--- config.mk ---
export PLATFORM = sky130hd
export DESIGN_NAME = sseg_scan_ctrl
export DESIGN_NICKNAME = d
export VERILOG_FILES = /design/src/rtl/sseg_scan_ctrl.sv
export SDC_FILE = /design/constraint.sdc
export NUM_CORES = 1
export LEC_CHECK = 0
export BUFFER_PORTS_ARGS = -buffer_cell sky130_fd_sc_hd__buf_2
export CORE_ASPECT_RATIO = 0.5
export CORE_MARGIN = 2
export CORE_UTILIZATION = 45
export DETAILED_ROUTE_END_ITERATION = 6
export GPL_ROUTABILITY_DRIVEN = 0
export SLEW_MARGIN = 20
export SYNTH_ARGS = -nofsm -noshare
export SYNTH_HDL_FRONTEND = slang
export SYNTH_SLANG_ARGS = --single-unit
--- constraint.sdc ---
create_clock -name clk -period 5.2 [get_ports clk]
set_clock_uncertainty 0.15 [all_clocks]
set_input_delay 0.78 -clock clk [delete_from_list [all_inputs] [get_ports clk]]
set_output_delay 0.78 -clock clk [all_outputs]
set_load 0.02 [all_outputs]
--- src/rtl/sseg_scan_ctrl.sv ---
`default_nettype none
// ============================================================================
//  Module   : sseg_scan_ctrl
//  Purpose  : Time-multiplexing scan controller for a bank of common-bus
//             seven-segment digits. It holds an active frame of nibbles,
//             decimal points and digit enables, steps through the digits at
//             a fixed slot rate and drives the shared nibble/dp to the
//             decoder while one-hot selecting the current digit. New frames
//             arrive through a valid/ready handshake into a pending buffer
//             and are only promoted on frame boundaries.
//  Ports    : clk          - system clock
//             reset        - asynchronous active-high reset
//             load_hex     - nibble per digit, digit k = [4k+3:4k]
//             load_dp      - decimal point per digit
//             load_en      - digit enable per digit
//             load_valid   - frame offered
//             load_ready   - pending buffer empty
//             hex_out      - nibble of the current digit
//             dp_out       - decimal point of the current digit
//             an           - one-hot digit select, active-high
//             frame_start  - one-cycle pulse at the first cycle of digit 0
//  Revision : 1.0 - initial release
// ============================================================================
module sseg_scan_ctrl #(
    parameter int N_DIGITS     = 4,
    parameter int SLOT_CYCLES  = 50000,
    parameter int BLANK_CYCLES = 16
) (
    input  logic                  clk,
    input  logic                  reset,
    input  logic [4*N_DIGITS-1:0] load_hex,
    input  logic [N_DIGITS-1:0]   load_dp,
    input  logic [N_DIGITS-1:0]   load_en,
    input  logic                  load_valid,
    output logic                  load_ready,
    output logic [3:0]            hex_out,
    output logic                  dp_out,
    output logic [N_DIGITS-1:0]   an,
    output logic                  frame_start
);

    localparam int c_CNT_W = $clog2(SLOT_CYCLES);
    localparam int c_IDX_W = (N_DIGITS > 1) ? $clog2(N_DIGITS) : 1;

    localparam logic [c_CNT_W-1:0] c_CNT_MAX = c_CNT_W'(SLOT_CYCLES - 1);
    localparam logic [c_CNT_W-1:0] c_BLANK   = c_CNT_W'(BLANK_CYCLES);
    localparam logic [c_IDX_W-1:0] c_IDX_MAX = c_IDX_W'(N_DIGITS - 1);

    // Scan position
    logic [c_CNT_W-1:0]    r_cnt;
    logic [c_IDX_W-1:0]    r_idx;

    // Frame currently on display
    logic [4*N_DIGITS-1:0] r_act_hex;
    logic [N_DIGITS-1:0]   r_act_dp;
    logic [N_DIGITS-1:0]   r_act_en;

    // Frame waiting for the next boundary
    logic [4*N_DIGITS-1:0] r_pend_hex;
    logic [N_DIGITS-1:0]   r_pend_dp;
    logic [N_DIGITS-1:0]   r_pend_en;
    logic                  r_pend_full;

    logic                  r_frame_start;

    logic                  w_slot_end;
    logic                  w_boundary;
    logic                  w_accept;
    logic [N_DIGITS-1:0]   w_an;
    logic [3:0]            w_hex;
    logic                  w_dp;

    assign w_slot_end = (r_cnt == c_CNT_MAX);
    assign w_boundary = w_slot_end && (r_idx == c_IDX_MAX);
    assign w_accept   = load_valid && !r_pend_full;

    always_ff @(posedge clk or posedge reset) begin
        if (reset) begin
            r_cnt         <= '0;
            r_idx         <= '0;
            r_act_hex     <= '0;
            r_act_dp      <= '0;
            r_act_en      <= '0;
            r_pend_hex    <= '0;
            r_pend_dp     <= '0;
            r_pend_en     <= '0;
            r_pend_full   <= 1'b0;
            r_frame_start <= 1'b0;
        end else begin
            if (w_slot_end) begin
                r_cnt <= '0;
                r_idx <= (r_idx == c_IDX_MAX) ? '0 : r_idx + 1'b1;
            end else begin
                r_cnt <= r_cnt + 1'b1;
            end

            // The cycle after a boundary is exactly cnt=0/idx=0. Registering
            // the pulse this way keeps it low in the first cycle after reset.
            r_frame_start <= w_boundary;

            // Promotion uses pending_full as it stood at the start of the
            // cycle, so a frame accepted on the boundary waits a full frame.
            if (w_boundary && r_pend_full) begin
                r_act_hex   <= r_pend_hex;
                r_act_dp    <= r_pend_dp;
                r_act_en    <= r_pend_en;
                r_pend_full <= 1'b0;
            end

            // Acceptance only happens while pending is empty, so it never
            // collides with the promotion above.
            if (w_accept) begin
                r_pend_hex  <= load_hex;
                r_pend_dp   <= load_dp;
                r_pend_en   <= load_en;
                r_pend_full <= 1'b1;
            end
        end
    end

    // Output decode from registered state only
    always_comb begin
        w_hex = r_act_hex[{r_idx, 2'b00} +: 4];
        w_dp  = r_act_dp[r_idx];
        w_an  = '0;
        if ((r_cnt >= c_BLANK) && r_act_en[r_idx]) begin
            w_an[r_idx] = 1'b1;
        end
    end

    assign load_ready  = !r_pend_full;
    assign hex_out     = w_hex;
    assign dp_out      = w_dp;
    assign an          = w_an;
    assign frame_start = r_frame_start;

endmodule
`default_nettype wire

==> results of run 1 <==
-- worst max-delay path by stage --
| stage | start | to | depth (start not counted) |
|---|---|---|---|
| detailed placement | r_cnt[4] | r_act_hex[15] | 5 |
| floorplan | reset | frame_start | 1 |
| finish | r_cnt[4] | an[2] | 5 |
| CTS | r_cnt[4] | an[2] | 5 |
| global placement | r_cnt[4] | r_act_hex[14] | 5 |
| global route | r_cnt[4] | an[0] | 5 |
-- per-stage QoR --
step           hold slack, ns  util (%)  std cells  worst slack, ns  power [mW]
2_1_floorplan           0.302         -        214             2.56       0.595
3_3_place_gp            0.314      49.6        336             2.30       0.612
3_5_place_dp            0.325      49.6        336             2.27       0.614
4_1_cts                 0.337      54.2        352             2.08        1.23
5_1_grt                 0.351      54.2        352             1.94        1.26
6_report                0.332      54.2        352             2.10        1.21
-- routing by layer --
layer	track usage [%]	share of wire (%)	up-vias
met4	5.71	1.5	0
met1	18.4	47	888
met5	0	0	-
li1	-	-	827
met2	25.7	48	26
met3	6.93	3.2	8
-- cell families after synthesis --
logic type | synth area share, %
DFF | 56.2
and+or+nand+nor | 9.75
xor gates and xnor gates | 3.76
muxes | 23.6
AOI/OAI and AO/OA | 0.744
adders and majority gates | 2.48
buffers and inverters | 3.51
-- flip-flops by register name (all words and copies together), names as in the netlist, 2 cells and up --
signal / count
r_act_hex: 16
r_cnt: 16
r_pend_hex: 16
r_act_dp: 4
r_act_en: 4
r_pend_dp: 4
r_pend_en: 4
r_idx: 2
-- cell type report --
cell class,count,area (um^2),share of cell area [%]
flip-flops and latches,68,1700,47.6
multi-input cells,129,1220,34.2
clock buffers,12,256,7.17
repair buffers,40,208,5.81
well taps,92,115,3.22
clock inverters,4,47.5,1.33
inverters,7,26.3,0.735
-- cells in the final DEF (no fill, tap or decap), types with 2 or more instances in the layout --
master	instances
sky130_fd_sc_hd__nand2_1	5
sky130_fd_sc_hd__mux2_1	9
sky130_fd_sc_hd__clkbuf_16	9
sky130_fd_sc_hd__nor4_1	2
sky130_fd_sc_hd__and3_1	4
sky130_fd_sc_hd__dfrtp_1	68
sky130_fd_sc_hd__clkinv_2	2
sky130_fd_sc_hd__or4_1	2
sky130_fd_sc_hd__mux2_4	10
sky130_fd_sc_hd__nor2_1	13
sky130_fd_sc_hd__xnor2_1	6
sky130_fd_sc_hd__buf_4	3
sky130_fd_sc_hd__mux4_2	6
sky130_fd_sc_hd__and2_1	5
sky130_fd_sc_hd__buf_2	37
sky130_fd_sc_hd__mux2_2	29
sky130_fd_sc_hd__nand4_1	5
sky130_fd_sc_hd__nor2b_1	2
sky130_fd_sc_hd__inv_1	6
sky130_fd_sc_hd__xor2_1	7
sky130_fd_sc_hd__clkbuf_8	2
sky130_fd_sc_hd__nand3_1	7
sky130_fd_sc_hd__o21ai_0	2
sky130_fd_sc_hd__ha_1	6
-- worst max-delay path, stage by stage, from the launching register on --
cell and delay (ns):
sky130_fd_sc_hd__dfrtp_1 0.46, sky130_fd_sc_hd__or4_4 0.54, sky130_fd_sc_hd__nor4_1 0.39, sky130_fd_sc_hd__nor2b_1 0.13
sky130_fd_sc_hd__and2_1 0.18, sky130_fd_sc_hd__buf_2 0.15
-- where the power goes --
part | total [mW] | leakage (nW) | switching (mW) | internal [mW]
combinational | 0.0403 | 0.693 | 0.0171 | 0.0232
sequential | 0.562 | 0.893 | 0.0108 | 0.551
clock | 0.608 | 0.149 | 0.212 | 0.395
==> out/metrics.yaml, run 1 <==
hpwlAfterDp_mm: 3.30
first_pass_grt_wire_length_mm: 8.40
fill_cells: 561
fin_crit_sh_pct: 59.6
cp.arrival_ns: 2.17
ys_top_cells_by_count: "68 x sky130_fd_sc_hd__dfrtp_1, 29 x sky130_fd_sc_hd__mux2_2, 13 x sky130_fd_sc_hd__nor2_1"
die_h_um: 62.0
cts_post_setup_buffers_inserted: 0
first_pass_iters: 4
critical_path.startpoint_type: "flip-flop"
cts.root.buffer_cell: "sky130_fd_sc_hd__clkbuf_16"
ios: 38
postSynthNetCount: 247
cp_data_required_time_ns: 4.27
h-tree-depth: 3
design.core.area_um2: 6600
die_area_um2: 7440
cts_resized: 0
fmax_mhz: 323
final_max_slew_viol_count: 0
tritoncts_num_sinks: 68
synth-async-reset-ratio_pct: 100
drt_iter0_drc: 100
relSlewSlack_pct: 43.3
netlist_instances: 214
grt_antenna_before_repair: 0
final_cell_area_um2: 3580
worst_pin_slew_ns: 0.850
synth-seq-area-share_pct: 56.2
vdd.ir_drop.worst_mv: 0.158
path_clk_slew_ns: 0.05
worst_hold_path.endpoint: "r_act_dp[1]"
finalSetupTns_ns: 0
outcome: "complete, no violations"
wire_per_inst_um: 14.2
path_class: "reg -> out"
synth-main-ff-cell: "sky130_fd_sc_hd__dfrtp_1"
maximum_number_of_pins_on_one_net_before_global_route_repair: 69
die-width_um: 120
postPlaceCellArea_um2: 3270
synth.most_common_cell: "sky130_fd_sc_hd__dfrtp_1"
synth_edf_count: 0
clock_insertion_delay_worst_skew_ns: 0.32
drt_drc_violations_left: 0
period_minus_slack_ns: 3.10
total_leakage_power_nw: 1.73
initial_core_util_pct: 45.9
routed_wirelength_mm: 5.00
whs_path_depth: 1
r2r_start: "r_cnt[4]"
max_cap_viols: 0
route.vias.total: 1749
holdBufCountCts: 0
cts-root-to-sink-buffers: 2
numPortBuffers: 37
syn_area_per_cell_um2: 14.1
cts_inserted_buffers: 9
number_of_global_route_vias_before_repair: 1743
finalSetupViolations: 0
holdCritPathClass: "reg -> reg"
post_synthesis_instance_area_um2: 3030
synth.distinct_cells: 31
gr_util_all_layers_pct: 15.5
layout-drive-gt1-share_pct: 40.4
diodes: 0
hold_viol: 0
synth_seq_cells: 68
core.rowCount: 21
r2r_cells: 5
design.final.nets: 288
drt-vias-per-instance: 4.97
warnings_from_yosys: 0
netlist.top_cell.by_area: "sky130_fd_sc_hd__dfrtp_1"
rrSetupSlack_ns: 2.27
cts_tree: "yes"
yosys-top-cells-area: "sky130_fd_sc_hd__dfrtp_1 56%, sky130_fd_sc_hd__mux2_2 11%, sky130_fd_sc_hd__mux2_4 5.0%, sky130_fd_sc_hd__mux4_2 4.5%, sky130_fd_sc_hd__mux2_1 3.3%"
reg2reg_to: "r_act_hex[13]"
grt_overflow_total: 0
critical_path.max_fanout: 9
flow.area_growth_from_synthesis_pct: 18.1
ant_nets: 0
timing.critical_path.to_type: "output pin"
unrepaired_setup_endpoints_after_global_routing: "no"
hold_start: "r_act_dp[1]"
share_of_the_synthesized_area_in_the_top_cell_type_pct: 56.2
power.density_nw_per_um2: 338
Power figures use the tool's default switching activity.
==> run 2: changes to the inputs <==
--- a/config.mk
+++ b/config.mk
@@ -5,6 +5,7 @@
 export SDC_FILE = /design/constraint.sdc
 export NUM_CORES = 1
 export LEC_CHECK = 0
+export ABC_AREA = 1
 export BUFFER_PORTS_ARGS = -buffer_cell sky130_fd_sc_hd__buf_2
 export CORE_ASPECT_RATIO = 0.5
 export CORE_MARGIN = 2
==> constraint.sdc (replaced) <==
create_clock -name clk -period 3 [get_ports clk]
set_clock_uncertainty 0.15 [all_clocks]
set_input_delay 0.45 -clock clk [delete_from_list [all_inputs] [get_ports clk]]
set_output_delay 0.45 -clock clk [all_outputs]
set_load 0.02 [all_outputs]
==> run 2 against run 1 <==
  * Synthesized cell count up 90%
  * Sequential share of layout area down 2.9 points
  * Sequential power increased by 63%
  * Register-to-register slack got worse by 1.4 ns
  * Count of clock-buffer cells in the layout decreased by 2
  * First-iteration DRC count rose by 73%
  * Critical path depth decreased by 1
  * Non-clock buffer count is 2 higher
  * Final cell count rose by 54%
  * Area after synthesis is 9.6% higher
  * Via count is 56% higher
  * Die area up 9.1%
  * Critical path type unchanged
==> out/metrics.yaml, run 2 <==
fraction_of_the_mapped_netlist_area_in_compound_gates_pct: 4.15
hpwlAfterDp_mm: 4.82
r2r_cells: 4
synth_xor_area_share_pct: 1.58
area_taken_by_multi_input_logic_gates_um2: 1370
grt_overflow_total: 0
maximum_number_of_pins_on_one_net_before_global_route_repair: 48
path_class: "reg -> out"
yosys-mux-area-fraction_pct: 0
synth-async-reset-ratio_pct: 100
netlist.top_cell.by_area: "sky130_fd_sc_hd__dfrtp_1"
max_cap_viols: 0
h-tree-depth: 3
timing.critical_path.to_type: "output pin"
list_of_cells_traversed_by_the_critical_path: "ha_1 > inv_1 > nor2_1 > buf_2"
worst_path_max_delay_cell: "sky130_fd_sc_hd__ha_1"
fmax_mhz: 377
seqCellArea_um2: 1700
synth_edf_count: 0
postSynthNetCount: 439
die_h_um: 64.7
synth-seq-area-share_pct: 51.3
gr_util_all_layers_pct: 19.1
hold_viol: 0
reg2reg_to: "r_act_hex[3]"
arithmetic_cell_share_of_the_synthesized_area_counting_full_adders_half_adders_and_majority_gates_pct: 2.26
design.final.nets: 475
routed_wirelength_mm: 6.87
fin_crit_sh_pct: 88.5
design.core.area_um2: 7240
drt_iter0_drc: 173
yosys-top-cells-area: "sky130_fd_sc_hd__dfrtp_1 51%, sky130_fd_sc_hd__nand2_1 17%, sky130_fd_sc_hd__nor2_1 5.2%, sky130_fd_sc_hd__nand4_1 5.1%, sky130_fd_sc_hd__inv_1 3.3%"
r2r_start: "r_idx[0]"
route.vias.total: 2726
share_of_the_synthesized_area_in_the_top_cell_type_pct: 51.3
clock_insertion_delay_worst_skew_ns: 0.34
post_synthesis_instance_area_um2: 3320
tritoncts_num_sinks: 68
cts_tree: "yes"
wire_per_inst_um: 12.7
top_regs: "r_act_hex (16), r_cnt (16), r_pend_hex (16)"
ys_top_cells_by_count: "150 x sky130_fd_sc_hd__nand2_1, 68 x sky130_fd_sc_hd__dfrtp_1, 46 x sky130_fd_sc_hd__nor2_1"
holdCritPathClass: "in -> async"
holdBufCountCts: 0
cts_inserted_buffers: 9
numPortBuffers: 37
final_cell_mix: "150 x sky130_fd_sc_hd__nand2_1, 68 x sky130_fd_sc_hd__dfrtp_1, 46 x sky130_fd_sc_hd__nor2_1"
cts.root.buffer_cell: "sky130_fd_sc_hd__clkbuf_16"
critical_path.startpoint_type: "flip-flop"
first_pass_iters: 4
synth-main-ff-cell: "sky130_fd_sc_hd__dfrtp_1"
diodes: 0
synth.most_common_cell: "sky130_fd_sc_hd__nand2_1"
unrepaired_setup_endpoints_after_global_routing: "no"
relSlewSlack_pct: 47.0
drt-vias-per-instance: 5.02
main_combinational_cell_family_by_area_after_synthesis: "simple AND/OR/NAND/NOR gates"
netlist_instances: 406
flow.area_growth_from_synthesis_pct: 14.7
fill_cells: 692
drt_drc_violations_left: 0
final_max_slew_viol_count: 0
finalSetupTns_ns: 0
total_leakage_power_nw: 2.10
number_of_global_route_vias_before_repair: 2669
syn_area_per_cell_um2: 8.18
period_minus_slack_ns: 2.66
die_area_um2: 8120
cts_resized: 0
cp_data_required_time_ns: 2.40
die-width_um: 125
critical_path.max_fanout: 15
synthSimpleGateAreaFrac_pct: 33.2
post-route-worst-setup-slack_ns: 0.345
max_stage_delay_ns: 0.61
cts_post_setup_buffers_inserted: 0
final_common_cell: "sky130_fd_sc_hd__nand2_1"
vdd.ir_drop.worst_mv: 0.250
ant_nets: 0
core.rowCount: 22
ios: 38
layout-drive-gt1-share_pct: 16.1
grt_antenna_before_repair: 0
path_clk_slew_ns: 0.05
warnings_from_yosys: 0
finalSetupViolations: 0
synth_seq_cells: 68
first_pass_grt_wire_length_mm: 12.0
rrSetupSlack_ns: 0.89
power.density_nw_per_um2: 506
critPathLaunch: "r_idx[0]"
outcome: "complete, no violations"
dpl_worst_slack_ns: 0.708
initial_core_util_pct: 45.9
worst_pin_slew_ns: 0.793
cp.arrival_ns: 2.06
cts-root-to-sink-buffers: 2
synth.distinct_cells: 25
## run 2: cell types whose count changed in the layout (fill, tap and decap cells not counted), sizes merged, moves of 7 or more
| cell | previous run | this run |
|---|---|---|
| nand2 | 5 | 152 |
| mux2 | 48 | 0 |
| nor2 | 13 | 53 |
| inv | 7 | 31 |
| nand4 | 5 | 28 |
| o21ai | 2 | 16 |
| nand3 | 7 | 14 |
## run 2: worst max-delay path by stage
stage	endpoint	slack, ns	cells past startpoint
floorplan	frame_start	0.69	1
global placement	an[3]	0.79	4
detailed placement	an[3]	0.71	4
CTS	an[3]	0.36	4
global route	an[3]	0.21	4
finish	an[3]	0.34	4
## run 2: power by group
part | internal, mW | switching (mW)
sequential | 0.918 | 0
combinational | 0.0134 | 0.0220
clock | 0.579 | 0.396
total | 1.51 | 0.418
## run 2: critical path, delay by kind of cell (launching register included)
kind | cells | cell delay [ns]
fa+ha+maj | 1 | 0.61
buf+inv | 2 | 0.37
flops | 1 | 0.59
simple gates | 1 | 0.14
## run 2: routing by layer
metal	part of all wire, %	track usage [%]	routed length (um)
met1	47	22.9	3240
met2	46	31.5	3170
met3	4.4	6.52	300
met4	2.4	8.47	167
met5	0	0	0
## run 2: cell type report
class | count | share of cell area (%)
timing repair buffer | 42 | 5.85
sequential | 68 | 44.7
clock buffer | 10 | 6.28
inverter | 31 | 3.06
clock inverter | 6 | 1.05
tap | 96 | 3.15
multi-input combinational | 290 | 35.9
## run 2: kinds of logic after synthesis
group	Yosys count
xor gates and xnor gates	6
DFF	68
buffers and inverters	48
adders and majority gates	6
and+or+nand+nor	253
AOI/OAI and AO/OA	25
## run 2: through the flow
stage	std cells	util [%]	hold WS, ns	total power, mW	instance area, um^2
2_1_floorplan	406	-	0.287	0.947	3320
3_3_place_gp	527	48.7	0.306	0.970	3530
3_5_place_dp	527	48.7	0.305	0.971	3530
4_1_cts	543	52.6	0.130	1.95	3810
5_1_grt	543	52.6	0.155	2.00	3810
6_report	543	52.6	0.115	1.93	3810
